<file path="src/rtl/mem_port_arbiter_if.sv">
// Bus bundle between the processor ports, the arbiter and the memory.
// The slave modport is the arbiter's view; master is the environment side.
interface mem_port_arbiter_if #(
  parameter int unsigned BUS_WIDTH = 32
);
  logic                 m0_req;
  logic [BUS_WIDTH-1:0] m0_addr;
  logic                 m0_ack;
  logic [BUS_WIDTH-1:0] m0_rdata;
  logic                 m1_req;
  logic                 m1_we;
  logic [BUS_WIDTH-1:0] m1_addr;
  logic [BUS_WIDTH-1:0] m1_wdata;
  logic                 m1_ack;
  logic [BUS_WIDTH-1:0] m1_rdata;
  logic                 mem_en;
  logic                 mem_we;
  logic [BUS_WIDTH-1:0] mem_addr;
  logic [BUS_WIDTH-1:0] mem_wdata;
  logic [BUS_WIDTH-1:0] mem_rdata;
  logic                 mem_ready;
  logic [BUS_WIDTH-1:0] mem_map_io;
  logic                 bus_err;

  modport slave (
    input  m0_req, m0_addr, m1_req, m1_we, m1_addr, m1_wdata, mem_rdata, mem_ready,
    output m0_ack, m0_rdata, m1_ack, m1_rdata, mem_en, mem_we, mem_addr, mem_wdata,
           mem_map_io, bus_err
  );

  modport master (
    output m0_req, m0_addr, m1_req, m1_we, m1_addr, m1_wdata, mem_rdata, mem_ready,
    input  m0_ack, m0_rdata, m1_ack, m1_rdata, mem_en, mem_we, mem_addr, mem_wdata,
           mem_map_io, bus_err
  );
endinterface

</file>
<file path="src/rtl/mem_port_arbiter.sv">
// Round-robin arbiter sharing one memory between fetch (m0) and data (m1) ports,
// with one memory-mapped IO word. Define MEM_TIMEOUT_EN for the BUSY-state abort.
module mem_port_arbiter #(
  parameter int unsigned          BUS_WIDTH      = 32,
  parameter logic [BUS_WIDTH-1:0] IO_ADDR        = 32'hFFFF_FFFC,
  parameter int unsigned          TIMEOUT_CYCLES = 16
) (
  input logic                clk,
  input logic                rst,
  mem_port_arbiter_if.slave  bus
);

  localparam logic [1:0] S_IDLE = 2'd0;
  localparam logic [1:0] S_BUSY = 2'd1;
  localparam logic [1:0] S_IO   = 2'd2;
  localparam logic [1:0] S_RESP = 2'd3;

  if (TIMEOUT_CYCLES < 1) begin : g_timeout_range
    $error("TIMEOUT_CYCLES must be at least 1");
  end

  logic [1:0]           state;
  logic                 gnt_m1;
  logic                 last_m0;   // 0 after reset means "m1 last", so m0 wins the first tie
  logic                 lat_we;
  logic [BUS_WIDTH-1:0] lat_addr;
  logic [BUS_WIDTH-1:0] lat_wdata;
  logic [BUS_WIDTH-1:0] io_reg;
  logic [BUS_WIDTH-1:0] m0_rdata_q;
  logic [BUS_WIDTH-1:0] m1_rdata_q;
  logic                 pick_m1;

  assign pick_m1 = bus.m1_req && (!bus.m0_req || last_m0);

`ifdef MEM_TIMEOUT_EN
  localparam int unsigned CNT_W = $clog2(TIMEOUT_CYCLES + 1);
  logic [CNT_W-1:0] to_cnt;
  logic             err_q;
`endif

  always_ff @(posedge clk or posedge rst) begin
    if (rst) begin
      state      <= S_IDLE;
      gnt_m1     <= 1'b0;
      last_m0    <= 1'b0;
      lat_we     <= 1'b0;
      lat_addr   <= '0;
      lat_wdata  <= '0;
      io_reg     <= '0;
      m0_rdata_q <= '0;
      m1_rdata_q <= '0;
`ifdef MEM_TIMEOUT_EN
      to_cnt     <= '0;
      err_q      <= 1'b0;
`endif
    end else begin
      case (state)
        S_IDLE: begin
          if (bus.m0_req || bus.m1_req) begin
            gnt_m1    <= pick_m1;
            lat_we    <= pick_m1 ? bus.m1_we : 1'b0;
            lat_addr  <= pick_m1 ? bus.m1_addr : bus.m0_addr;
            lat_wdata <= pick_m1 ? bus.m1_wdata : '0;
            state     <= (pick_m1 && bus.m1_addr == IO_ADDR) ? S_IO : S_BUSY;
`ifdef MEM_TIMEOUT_EN
            to_cnt    <= '0;
            err_q     <= 1'b0;
`endif
          end
        end
        S_BUSY: begin
          if (bus.mem_ready) begin
            if (!gnt_m1)     m0_rdata_q <= bus.mem_rdata;
            else if (!lat_we) m1_rdata_q <= bus.mem_rdata;
            state <= S_RESP;
          end
`ifdef MEM_TIMEOUT_EN
          else if (to_cnt == CNT_W'(TIMEOUT_CYCLES - 1)) begin
            if (!gnt_m1)     m0_rdata_q <= BUS_WIDTH'(32'hDEAD_BEEF);
            else if (!lat_we) m1_rdata_q <= BUS_WIDTH'(32'hDEAD_BEEF);
            err_q <= 1'b1;
            state <= S_RESP;
          end else begin
            to_cnt <= to_cnt + 1'b1;
          end
`endif
        end
        S_IO: begin
          if (lat_we) io_reg     <= lat_wdata;
          else        m1_rdata_q <= io_reg;
          state <= S_RESP;
        end
        default: begin
          last_m0 <= !gnt_m1;
          state   <= S_IDLE;
        end
      endcase
    end
  end

  // Memory strobes decode directly from state so reset drops mem_en without a clock.
  assign bus.mem_en     = (state == S_BUSY);
  assign bus.mem_we     = (state == S_BUSY) && lat_we;
  assign bus.mem_addr   = lat_addr;
  assign bus.mem_wdata  = lat_wdata;
  assign bus.m0_ack     = (state == S_RESP) && !gnt_m1;
  assign bus.m1_ack     = (state == S_RESP) && gnt_m1;
  assign bus.m0_rdata   = m0_rdata_q;
  assign bus.m1_rdata   = m1_rdata_q;
  assign bus.mem_map_io = io_reg;
`ifdef MEM_TIMEOUT_EN
  assign bus.bus_err    = (state == S_RESP) && err_q;
`else
  assign bus.bus_err    = 1'b0;
`endif

endmodule

</file>
<file path="src/flat_wrapper.sv">
// flat-port wrapper written by rule: the top's interface ports become plain ports
module mem_port_arbiter_flat 
#(
  parameter int unsigned          BUS_WIDTH      = 32,
  parameter logic [BUS_WIDTH-1:0] IO_ADDR        = 32'hFFFF_FFFC,
  parameter int unsigned          TIMEOUT_CYCLES = 16
)
  (clk, rst, bus_m0_req, bus_m0_addr, bus_m1_req, bus_m1_we, bus_m1_addr, bus_m1_wdata, bus_mem_rdata, bus_mem_ready, bus_m0_ack, bus_m0_rdata, bus_m1_ack, bus_m1_rdata, bus_mem_en, bus_mem_we, bus_mem_addr, bus_mem_wdata, bus_mem_map_io, bus_bus_err);
  mem_port_arbiter_if #(.BUS_WIDTH(BUS_WIDTH)) bus_i ();
  input logic clk;
  input logic rst;
  input wire logic [$bits(bus_i.m0_req)-1:0] bus_m0_req;
  input wire logic [$bits(bus_i.m0_addr)-1:0] bus_m0_addr;
  input wire logic [$bits(bus_i.m1_req)-1:0] bus_m1_req;
  input wire logic [$bits(bus_i.m1_we)-1:0] bus_m1_we;
  input wire logic [$bits(bus_i.m1_addr)-1:0] bus_m1_addr;
  input wire logic [$bits(bus_i.m1_wdata)-1:0] bus_m1_wdata;
  input wire logic [$bits(bus_i.mem_rdata)-1:0] bus_mem_rdata;
  input wire logic [$bits(bus_i.mem_ready)-1:0] bus_mem_ready;
  output wire logic [$bits(bus_i.m0_ack)-1:0] bus_m0_ack;
  output wire logic [$bits(bus_i.m0_rdata)-1:0] bus_m0_rdata;
  output wire logic [$bits(bus_i.m1_ack)-1:0] bus_m1_ack;
  output wire logic [$bits(bus_i.m1_rdata)-1:0] bus_m1_rdata;
  output wire logic [$bits(bus_i.mem_en)-1:0] bus_mem_en;
  output wire logic [$bits(bus_i.mem_we)-1:0] bus_mem_we;
  output wire logic [$bits(bus_i.mem_addr)-1:0] bus_mem_addr;
  output wire logic [$bits(bus_i.mem_wdata)-1:0] bus_mem_wdata;
  output wire logic [$bits(bus_i.mem_map_io)-1:0] bus_mem_map_io;
  output wire logic [$bits(bus_i.bus_err)-1:0] bus_bus_err;
  assign bus_i.m0_req = bus_m0_req;
  assign bus_i.m0_addr = bus_m0_addr;
  assign bus_i.m1_req = bus_m1_req;
  assign bus_i.m1_we = bus_m1_we;
  assign bus_i.m1_addr = bus_m1_addr;
  assign bus_i.m1_wdata = bus_m1_wdata;
  assign bus_i.mem_rdata = bus_mem_rdata;
  assign bus_i.mem_ready = bus_mem_ready;
  assign bus_m0_ack = bus_i.m0_ack;
  assign bus_m0_rdata = bus_i.m0_rdata;
  assign bus_m1_ack = bus_i.m1_ack;
  assign bus_m1_rdata = bus_i.m1_rdata;
  assign bus_mem_en = bus_i.mem_en;
  assign bus_mem_we = bus_i.mem_we;
  assign bus_mem_addr = bus_i.mem_addr;
  assign bus_mem_wdata = bus_i.mem_wdata;
  assign bus_mem_map_io = bus_i.mem_map_io;
  assign bus_bus_err = bus_i.bus_err;
  mem_port_arbiter #(.BUS_WIDTH(BUS_WIDTH), .IO_ADDR(IO_ADDR), .TIMEOUT_CYCLES(TIMEOUT_CYCLES)) u_core (.clk(clk), .rst(rst), .bus(bus_i));
endmodule
</file>
<file path="config.mk">
export PLATFORM = sky130hd
export DESIGN_NAME = mem_port_arbiter_flat
export DESIGN_NICKNAME = d
export VERILOG_FILES = /design/src/rtl/mem_port_arbiter_if.sv /design/src/rtl/mem_port_arbiter.sv /design/src/flat_wrapper.sv
export SDC_FILE = /design/constraint.sdc
export NUM_CORES = 1
export LEC_CHECK = 0
export BUFFER_PORTS_ARGS = -buffer_cell sky130_fd_sc_hd__buf_4
export CORE_ASPECT_RATIO = 1.4
export CORE_MARGIN = 5
export CORE_UTILIZATION = 35
export DETAILED_ROUTE_END_ITERATION = 7
export PLACE_DENSITY = 0.72
export SETUP_SLACK_MARGIN = 0.3
export SYNTH_ARGS = -nofsm -noshare
export SYNTH_HDL_FRONTEND = slang
export SYNTH_SLANG_ARGS = --single-unit
</file>
<file path="constraint.sdc">
create_clock -name clk -period 8.48 [get_ports clk]
set_input_delay 0.848 -clock clk [delete_from_list [all_inputs] [get_ports clk]]
set_output_delay 0.848 -clock clk [all_outputs]
set_load 0.005 [all_outputs]
</file>
## Word level (Yosys, flattened, before mapping)

Cells that the tools add are included.

- Register bits: 165
- Input bits: 134
- Output and inout bits: 165
- Logic and storage cells: 48

- Eq/ne operators: 9
- Multiplexer cells: 12
- Bitwise operators: 1
- Reduce and logical (&&, ||, !) cells: 17

Operators with widths:

| kind | number |
|---|---|
| $mux 32 | 6 |
| $pmux 32 s2 | 1 |
| $eq 32x32->1 const B | 1 |
| $mux 2 | 3 |
| $ne 2x2->1 const B | 3 |
| $pmux 2 s3 | 1 |
| $reduce_and 2->1 | 3 |
| $logic_and 1x1->1 | 5 |
| $reduce_and 5->1 | 1 |
| $eq 2x2->1 const B | 2 |
| $ne 2x1->1 const B | 2 |
| $reduce_and 3->1 | 1 |
| $reduce_or 3->1 | 1 |
| $eq 2x1->1 const B | 1 |
| $logic_not 1->1 | 2 |
| $logic_not 2->1 | 1 |
| $logic_or 1x1->1 | 2 |
| $reduce_bool 2->1 | 1 |
| $mux 1 | 1 |
| $not 1->1 | 1 |

## Depth between registers and ports, before layout

Gate-level depths: netlist of run 1.

- Word-level depth: 7
- Gate-level depth with buffers: 8

## Worst setup path before layout of run 1

No wires, ideal clock.

- Path type: input to register
- From: input port bus_m1_addr[2]
- To: register u_core.state[0]
- Setup time: 0.119 ns
- Data arrival time: 2.081 ns
- Required time: 8.361 ns
- Path slack: 6.281 ns
- Stages on the path: 4
- Path buffers: 0
- Path through: nand4_1 > or4_1 > or4_4 > o21a_1

- Word-level cells in the longest chain between the ends: 5

RTL lines:

| element | line | text |
|---|---|---|
| from (decl) | flat_wrapper.sv:16 | `input wire logic [$bits(bus_i.m1_addr)-1:0] bus_m1_addr;` |
| $eq 32x32->1 | mem_port_arbiter.sv:64 | `state <= (pick_m1 && bus.m1_addr == IO_ADDR) ? S_IO : S_BUSY;` |
| $logic_and 1x1->1 | mem_port_arbiter.sv:64 |  |
| $mux 2 | mem_port_arbiter.sv:64 |  |
| $mux 2 | mem_port_arbiter.sv:59 | `if (bus.m0_req \|\| bus.m1_req) begin` |
| $pmux 2 s3 | mem_port_arbiter.sv:57 | `case (state)` |
| to (signal assigned) | mem_port_arbiter.sv:64 |  |
| to (decl) | mem_port_arbiter.sv:22 | `logic [1:0] state;` |

Every way passes these cells. The select of a mux whose other input is x is not followed.
A chain may end at the register's enable or synchronous reset.

## Worst setup path after layout of run 1

- From: register u_core.state[0]
- To: register u_core.io_reg[9] (netlist: u_core.bus.mem_map_io[9])

- Word-level cells in the longest chain between the ends: 2

RTL lines:

| element | line | text |
|---|---|---|
| $eq 2x2->1 | mem_port_arbiter.sv:57 |  |
| $reduce_and 2->1 (no source line) | - |  |
| to (signal assigned) | mem_port_arbiter.sv:89 | `if (lat_we) io_reg <= lat_wdata;` |
| to (decl) | mem_port_arbiter.sv:28 | `logic [BUS_WIDTH-1:0] io_reg;` |

Every way passes these cells.

==> results of run 1 <==
power groups by stage:
stage	Sequential (mW)	Clock, mW	Combinational [mW]
global placement	1.45	0	1.53
CTS	1.44	0.817	1.58
global route	1.50	0.849	1.70
finish	1.44	0.795	1.54
floorplan	1.43	0	0.696
detailed placement	1.46	0	1.58
logic make-up after synthesis:
family	Yosys count	share of synthesized area (%)
buffers and inverters	39	2.28
and+or+nand+nor	93	6.10
AOI/OAI and AO/OA	108	10.1
adders and majority gates	5	0.919
other	1	0.0551
DFF	165	60.7
muxes	127	19.9
cells in the final DEF, fill, tap and decap left out, types with 2 or more instances in the layout:
cell type	netlist	layout
buf_4	1	303
clkinv_4	0	4
clkinvlp_4	0	2
mux2i_1	63	63
inv_8	0	2
o21ai_0	33	33
clkbuf_8	0	2
nor2_1	34	33
nand3_1	3	3
dfrtp_1	165	165
o21ai_4	0	2
bufinv_16	0	2
mux2_2	64	64
nor3_1	2	2
ha_1	5	4
a22o_1	33	33
and2_1	2	2
inv_1	6	5
a21o_1	2	2
nand4_1	6	6
clkbuf_16	0	17
inv_6	0	3
a21oi_1	33	32
nand2_1	36	35
final timing paths:
kind / from / end / slack [ns] / cells past startpoint
max in group asynchronous: rst / u_core.bus.m0_rdata[3] / 6.39 / 3
min in group asynchronous: rst / u_core.bus.mem_addr[7] / 0.57 / 2
min reg2reg: u_core.bus.mem_addr[6] / u_core.bus.mem_addr[6] / 0.48 / 2
max reg2reg: u_core.state[0] / u_core.bus.mem_map_io[9] / 5.85 / 5
max: u_core.state[0] / u_core.bus.mem_map_io[9] / 5.85 / 5
min: u_core.bus.mem_addr[6] / u_core.bus.mem_addr[6] / 0.48 / 2
layout make-up:
type                    count  area [sq um]
clock buffers              19           453
clock inverters            13           166
fillers                  1755          9290
inverters                   6          27.5
multi-input cells         334          2570
flip-flops and latches    165          4130
well taps                 248           310
repair buffers            303          2270
metrics by stage:
stage	hold slack [ns]	utilization, %	cells
floorplan	0.473	-	538
global placement	0.464	48.4	1056
finish	0.478	51.7	1088
CTS	0.486	51.7	1088
detailed placement	0.471	48.4	1056
global route	0.517	51.7	1088
worst max-delay path, delay by kind of cell, from the launching register on:
| kind | cells | cell delay, ns |
|---|---|---|
| adders and majority gates | 1 | 0.16 |
| buffers and inverters | 2 | 0.64 |
| DFF | 1 | 0.45 |
| muxes | 1 | 0.51 |
| and+or+nand+nor | 1 | 0.70 |
routing by layer:
metal	track usage [%]	vias to the layer above
met4	7.65	0
met1	20.5	2601
met5	0	-
met2	32.8	193
li1	-	2500
met3	4.50	38
state kept, by name, summed over array words and instances (netlist names):
signal,count
u_core.state,2
u_core.bus.mem_map_io,32
u_core.gnt_m1,1
u_core.last_m0,1
u_core.bus.mem_wdata,32
u_core.bus.m0_rdata,32
u_core.lat_we,1
u_core.bus.mem_addr,32
u_core.bus.m1_rdata,32
==> results.py, run 1 <==
metrics = {
    "yosys": {
        "yosys-top-cells-count": "165 x dfrtp_1, 64 x mux2_2, 63 x mux2i_1",
        "yosysMostFrequentCell": "dfrtp_1",
        "synth_area_sq_um": 6810,
        "async_flop_share_pct": 100,
        "syn_inst": 538,
        "synth_fp_nets": 677,
        "synth_edf_count": 0,
        "synth_area_leaders": "dfrtp_1 61%, mux2_2 11%, mux2i_1 9.3%",
        "yosys_warnings": 0,
        "avgSynthCellArea_sq_um": 12.6,
        "synth_top_cell_by_area": "dfrtp_1",
        "synth_top_cell_area_share_pct": 60.7,
        "ys_ff_latch": 165,
        "synthDistinctLibCells": 36,
        "seq_area_frac_synth_pct": 60.7,
        "synth_ff_type": "dfrtp_1",
    },
    "pwr": {
        "p_seq_share_pct": 38.1,
        "internal_power_mw": 2.51,
        "switching_share_pct": 33.7,
        "p_leak_nw": 4.96,
        "power_switching_mw": 1.28,
        "clkPwrFrac_pct": 21.0,
        "total_power_mw": 3.78,
        "combPwrFrac_pct": 40.9,
        "peakVddDrop_mv": 0.160,
        "p_per_area_nw_per_um2": 381,
    },
    "sta": {
        "setup_viol": 0,
        "worst_slack_ns": 5.85,
        "fin_tns_setup_ns": 0,
        "period_minus_slack_ns": 2.63,
        "worst_pin_slew_ns": 0.998,
        "period_share_pct": 31.0,
        "fmax_mhz": 381,
        "rsz0062_at_grt": "no",
        "slew_viol_final": 0,
        "relSlewSlack_pct": 33.5,
        "finalHoldViolCount": 0,
        "clock_skew_ns": 0.0106,
    },
    "detailed_routing": {
        "viasPerCell": 4.90,
        "wl_met2_microns": 10900,
        "dr.pass1.iters": 6,
        "ant_nets": 0,
        "drt_iter0_drc": 223,
        "vias": 5332,
        "drc": 0,
        "drt-met1-wl_microns": 7630,
        "route.detailed.wl_per_inst_microns": 18.8,
        "routed_wirelength_microns": 20500,
        "top_layer": "met4",
        "route.met3.wl_microns": 1280,
    },
    "clocking": {
        "cts_inserted_buffers": 17,
        "cts_tree": "done",
        "clk_pin_slew_ns": 0.07,
        "cts_hold_buf": 0,
        "cts_resized": 0,
        "clkLatencyLatePin_ns": 0.41,
        "postCtsSetupRepairBufs": 0,
        "cts_root_buf": "clkbuf_16",
        "cts.sinks": 165,
        "htree_levels": 4,
        "clk_path_buf_depth": 2,
    },
    "setup_path": {
        "end_kind": "flop",
        "arrival_ns": 2.93,
        "crit_fanout": 34,
        "cp_slowest_stage_delay_ns": 0.70,
        "cp-start-kind": "flop",
        "critPathKind": "reg -> reg",
        "cp_data_required_time_ns": 8.78,
        "critPathSlowestCell": "nand2_2",
        "path_cells": "inv_1 > ha_2 > buf_4 > nand2_2 > mux2_2",
    },
    "global_route": {
        "grt_pass1_vias": 5781,
        "grt_pass1_wl_microns": 31800,
        "grt_max_degree": 91,
        "grt_remaining_overflow": 0,
        "antenna_found_initial": 0,
        "grt.total_usage_pct": 18.3,
    },
    "floorplanning": {
        "coreArea_sq_um": 19200,
        "die_area_sq_um": 22400,
        "chipWidth_microns": 128,
        "die_y_microns": 175,
        "pin_count": 299,
        "initial_utilization_pct": 35.4,
        "rows": 60,
    },
    "hold_path": {
        "hp-class": "reg -> reg",
    },
    "placement": {
        "dp_slack_ns": 5.75,
        "gp_congestion": 0.808,
        "place_area_sq_um": 9310,
        "place_hpwl_microns": 15300,
        "portBuffers": 297,
    },
    "final_layout": {
        "layout-drive-gt1-share_pct": 48.7,
        "fin_area_sq_um": 9930,
        "insertedDiodeCount": 0,
        "nNetsFinal": 966,
        "synthToLayoutAreaGrowth_pct": 45.9,
    },
    "run_status": {
        "status": "finished, final reports clean",
    },
    "job": {
        "drv_cap": 0,
    },
}
No activity file was read; power rests on OpenSTA's default activity.
==> inputs of run 2 (changes only) <==
--- a/config.mk
+++ b/config.mk
@@ -5,12 +5,13 @@
 export SDC_FILE = /design/constraint.sdc
 export NUM_CORES = 1
 export LEC_CHECK = 0
+export ABC_AREA = 1
 export BUFFER_PORTS_ARGS = -buffer_cell sky130_fd_sc_hd__buf_4
 export CORE_ASPECT_RATIO = 1.4
 export CORE_MARGIN = 5
 export CORE_UTILIZATION = 35
 export DETAILED_ROUTE_END_ITERATION = 7
-export PLACE_DENSITY = 0.72
+export PLACE_DENSITY = 0.74
 export SETUP_SLACK_MARGIN = 0.3
 export SYNTH_ARGS = -nofsm -noshare
 export SYNTH_HDL_FRONTEND = slang
==> constraint.sdc (replaced) <==
create_clock -name clk -period 2.4 [get_ports clk]
set_input_delay 0.24 -clock clk [delete_from_list [all_inputs] [get_ports clk]]
set_output_delay 0.24 -clock clk [all_outputs]
set_load 0.005 [all_outputs]
==> results.py, run 2 <==
metrics = {
    "clocking": {
        "postCtsSetupRepairBufs": 0,
        "cts_inserted_buffers": 17,
        "cts_resized": 0,
        "clk_pin_slew_ns": 0.07,
        "clk_path_buf_depth": 2,
        "clkLatencyLatePin_ns": 0.42,
        "cts.sinks": 165,
        "cts_tree": "done",
        "cts_root_buf": "clkbuf_16",
        "htree_levels": 4,
    },
    "final_layout": {
        "mostFrequentLayoutCells": "304 x buf_4, 165 x dfrtp_1, 132 x nand2_1",
        "fillers": 1871,
        "post-route-util_pct": 51.3,
        "insertedDiodeCount": 0,
        "layout-drive-gt1-share_pct": 31.8,
        "nNetsFinal": 1232,
        "synthToLayoutAreaGrowth_pct": 45.2,
        "final_common_cell": "buf_4",
        "multi_input_area_sq_um": 2340,
        "seq_area_sq_um": 4130,
    },
    "setup_path": {
        "end_kind": "flop",
        "path_common_cell": "inv_1",
        "critPathKind": "reg -> reg",
        "arrival_ns": 2.09,
        "path_cells": "inv_1 > ha_1 > inv_1 > nor2_1 > nand2_2 > buf_4 > nand2_1 > o21ai_0",
        "crit_fanout": 64,
        "cp.buffers_inverters": 3,
        "critPathSlowestCell": "dfrtp_1",
        "path_delay_family": "buffers and inverters",
        "cp-start-kind": "flop",
        "cp_slowest_stage_delay_ns": 0.43,
        "cp_data_required_time_ns": 2.68,
    },
    "floorplanning": {
        "pin_count": 299,
        "die_area_sq_um": 22900,
        "rows": 61,
        "initial_utilization_pct": 35.4,
        "chipWidth_microns": 129,
        "coreArea_sq_um": 19700,
        "die_y_microns": 177,
    },
    "yosys": {
        "yosys-top-cells-count": "165 x dfrtp_1, 134 x nand2_1, 126 x a21oi_1",
        "synth_fp_nets": 950,
        "seq_area_frac_synth_pct": 59.3,
        "synth_ff_type": "dfrtp_1",
        "async_flop_share_pct": 100,
        "synth_area_sq_um": 6960,
        "yosys_warnings": 0,
        "synth_top_cell_by_area": "dfrtp_1",
        "avgSynthCellArea_sq_um": 8.58,
        "synth_top_cell_area_share_pct": 59.3,
        "synth_area_leaders": "dfrtp_1 59%, a21oi_1 9.1%, nand2_1 7.2%",
        "synthDistinctLibCells": 19,
        "synth_edf_count": 0,
        "ys_ff_latch": 165,
        "syn_inst": 811,
        "yosysMostFrequentCell": "dfrtp_1",
    },
    "sta": {
        "slew_viol_final": 0,
        "finalHoldViolCount": 0,
        "clock_skew_ns": 0.0150,
        "fmax_mhz": 554,
        "rsz0062_at_grt": "no",
        "worst_pin_slew_ns": 0.585,
        "period_minus_slack_ns": 1.81,
        "setup_viol": 0,
        "relSlewSlack_pct": 61.0,
        "period_share_pct": 75.2,
        "fin_tns_setup_ns": 0,
    },
    "detailed_routing": {
        "dr.pass1.iters": 5,
        "vias": 6559,
        "drt_iter0_drc": 307,
        "route.detailed.wl_per_inst_microns": 16.6,
        "ant_nets": 0,
        "viasPerCell": 4.83,
        "drc": 0,
        "routed_wirelength_microns": 22500,
    },
    "global_route": {
        "grt_remaining_overflow": 0,
        "grt_max_degree": 66,
        "antenna_found_initial": 0,
        "grt.total_usage_pct": 19.3,
        "grt_pass1_wl_microns": 34700,
        "grt_pass1_vias": 6450,
    },
    "pwr": {
        "peakVddDrop_mv": 0.561,
        "total_power_mw": 13.3,
        "p_leak_nw": 5.10,
        "p_per_area_nw_per_um2": 1310,
    },
    "job": {
        "drv_cap": 0,
    },
    "placement": {
        "portBuffers": 297,
        "place_hpwl_microns": 16300,
        "gp_congestion": 0.838,
    },
    "run_status": {
        "status": "finished, final reports clean",
    },
    "hold_path": {
        "hp-class": "in -> reg",
    },
}
## run 2: changes by cell type in the layout (fill, tap and decap cells not counted), sizes merged, moves of 31 or more
cell / delta
a21oi: +93
a22o: -33
inv: +78
mux2: -64
mux2i: -63
nand2: +98
nand3: +31
nor2: +79
o21ai: +63
## run 2: layer usage
layer,global-route usage [%],share of wire [%],vias up
met5,0,0,-
met4,6.04,2.3,0
met3,5.40,8.3,26
met2,33.7,51,261
met1,23.0,38,3103
li1,-,-,3169
## run 2: per-stage QoR
step	cell area (sq um)	setup WS, ns	hold WS (ns)	cells
after floorplan	6970	0.0612	0.381	811
after global placement	9520	0.693	0.328	1325
after detailed placement	9520	0.608	0.339	1325
after CTS	10100	0.582	0.0254	1358
after global routing	10100	0.414	0.0416	1358
final	10100	0.595	0.0511	1358
## run 2: worst paths after layout
path	slack (ns)	to	from	depth (start not counted)
max in group asynchronous	1.13	u_core.bus.m0_rdata[29]	rst	4
worst max-delay path	0.59	u_core.bus.m0_rdata[22]	u_core.state[1]	8
worst max register to register	0.59	u_core.bus.m0_rdata[22]	u_core.state[1]	8
worst min register to register	0.49	u_core.bus.m0_rdata[4]	u_core.bus.m0_rdata[4]	2
worst min-delay path	0.05	u_core.bus.mem_wdata[20]	bus_m1_wdata[20]	3
min in group asynchronous	0.44	u_core.bus.mem_wdata[20]	rst	3
## run 2: worst min-delay path, cell delays in order
cell and delay [ns]:
buf_4 0.08, nand3_1 0.05, o21ai_0 0.07
## run 2: final cells by class
cell class              count  area share [%]
flip-flops and latches    165            40.8
repair buffers            312            24.1
multi-input cells         515            23.2
clock buffers              19            4.38
well taps                 252            3.12
inverters                  82            3.08
clock inverters            13            1.35
## run 2: cell families (layout without fill, tap and decap cells)
logic type / Yosys count / in the layout / synth area share (%)
fa+ha+maj: 5 / 5 / 0.899
compound gates: 226 / 226 / 16.3
flops: 165 / 165 / 59.3
other cells: 1 / 1 / 0.0539
buf+inv: 131 / 426 / 7.26
simple gates: 283 / 283 / 16.2
## run 2: report_power, final
group	switching [mW]	internal (mW)
Combinational	2.95	2.70
Clock	1.22	1.49
Sequential	0.816	4.08
Total	4.99	8.27
## run 2: what timing repair did
action,4_1_cts,5_1_grt
endpoints found under the hold margin,20,0
endpoints found under the setup margin,0,0
hold buffers,1,0
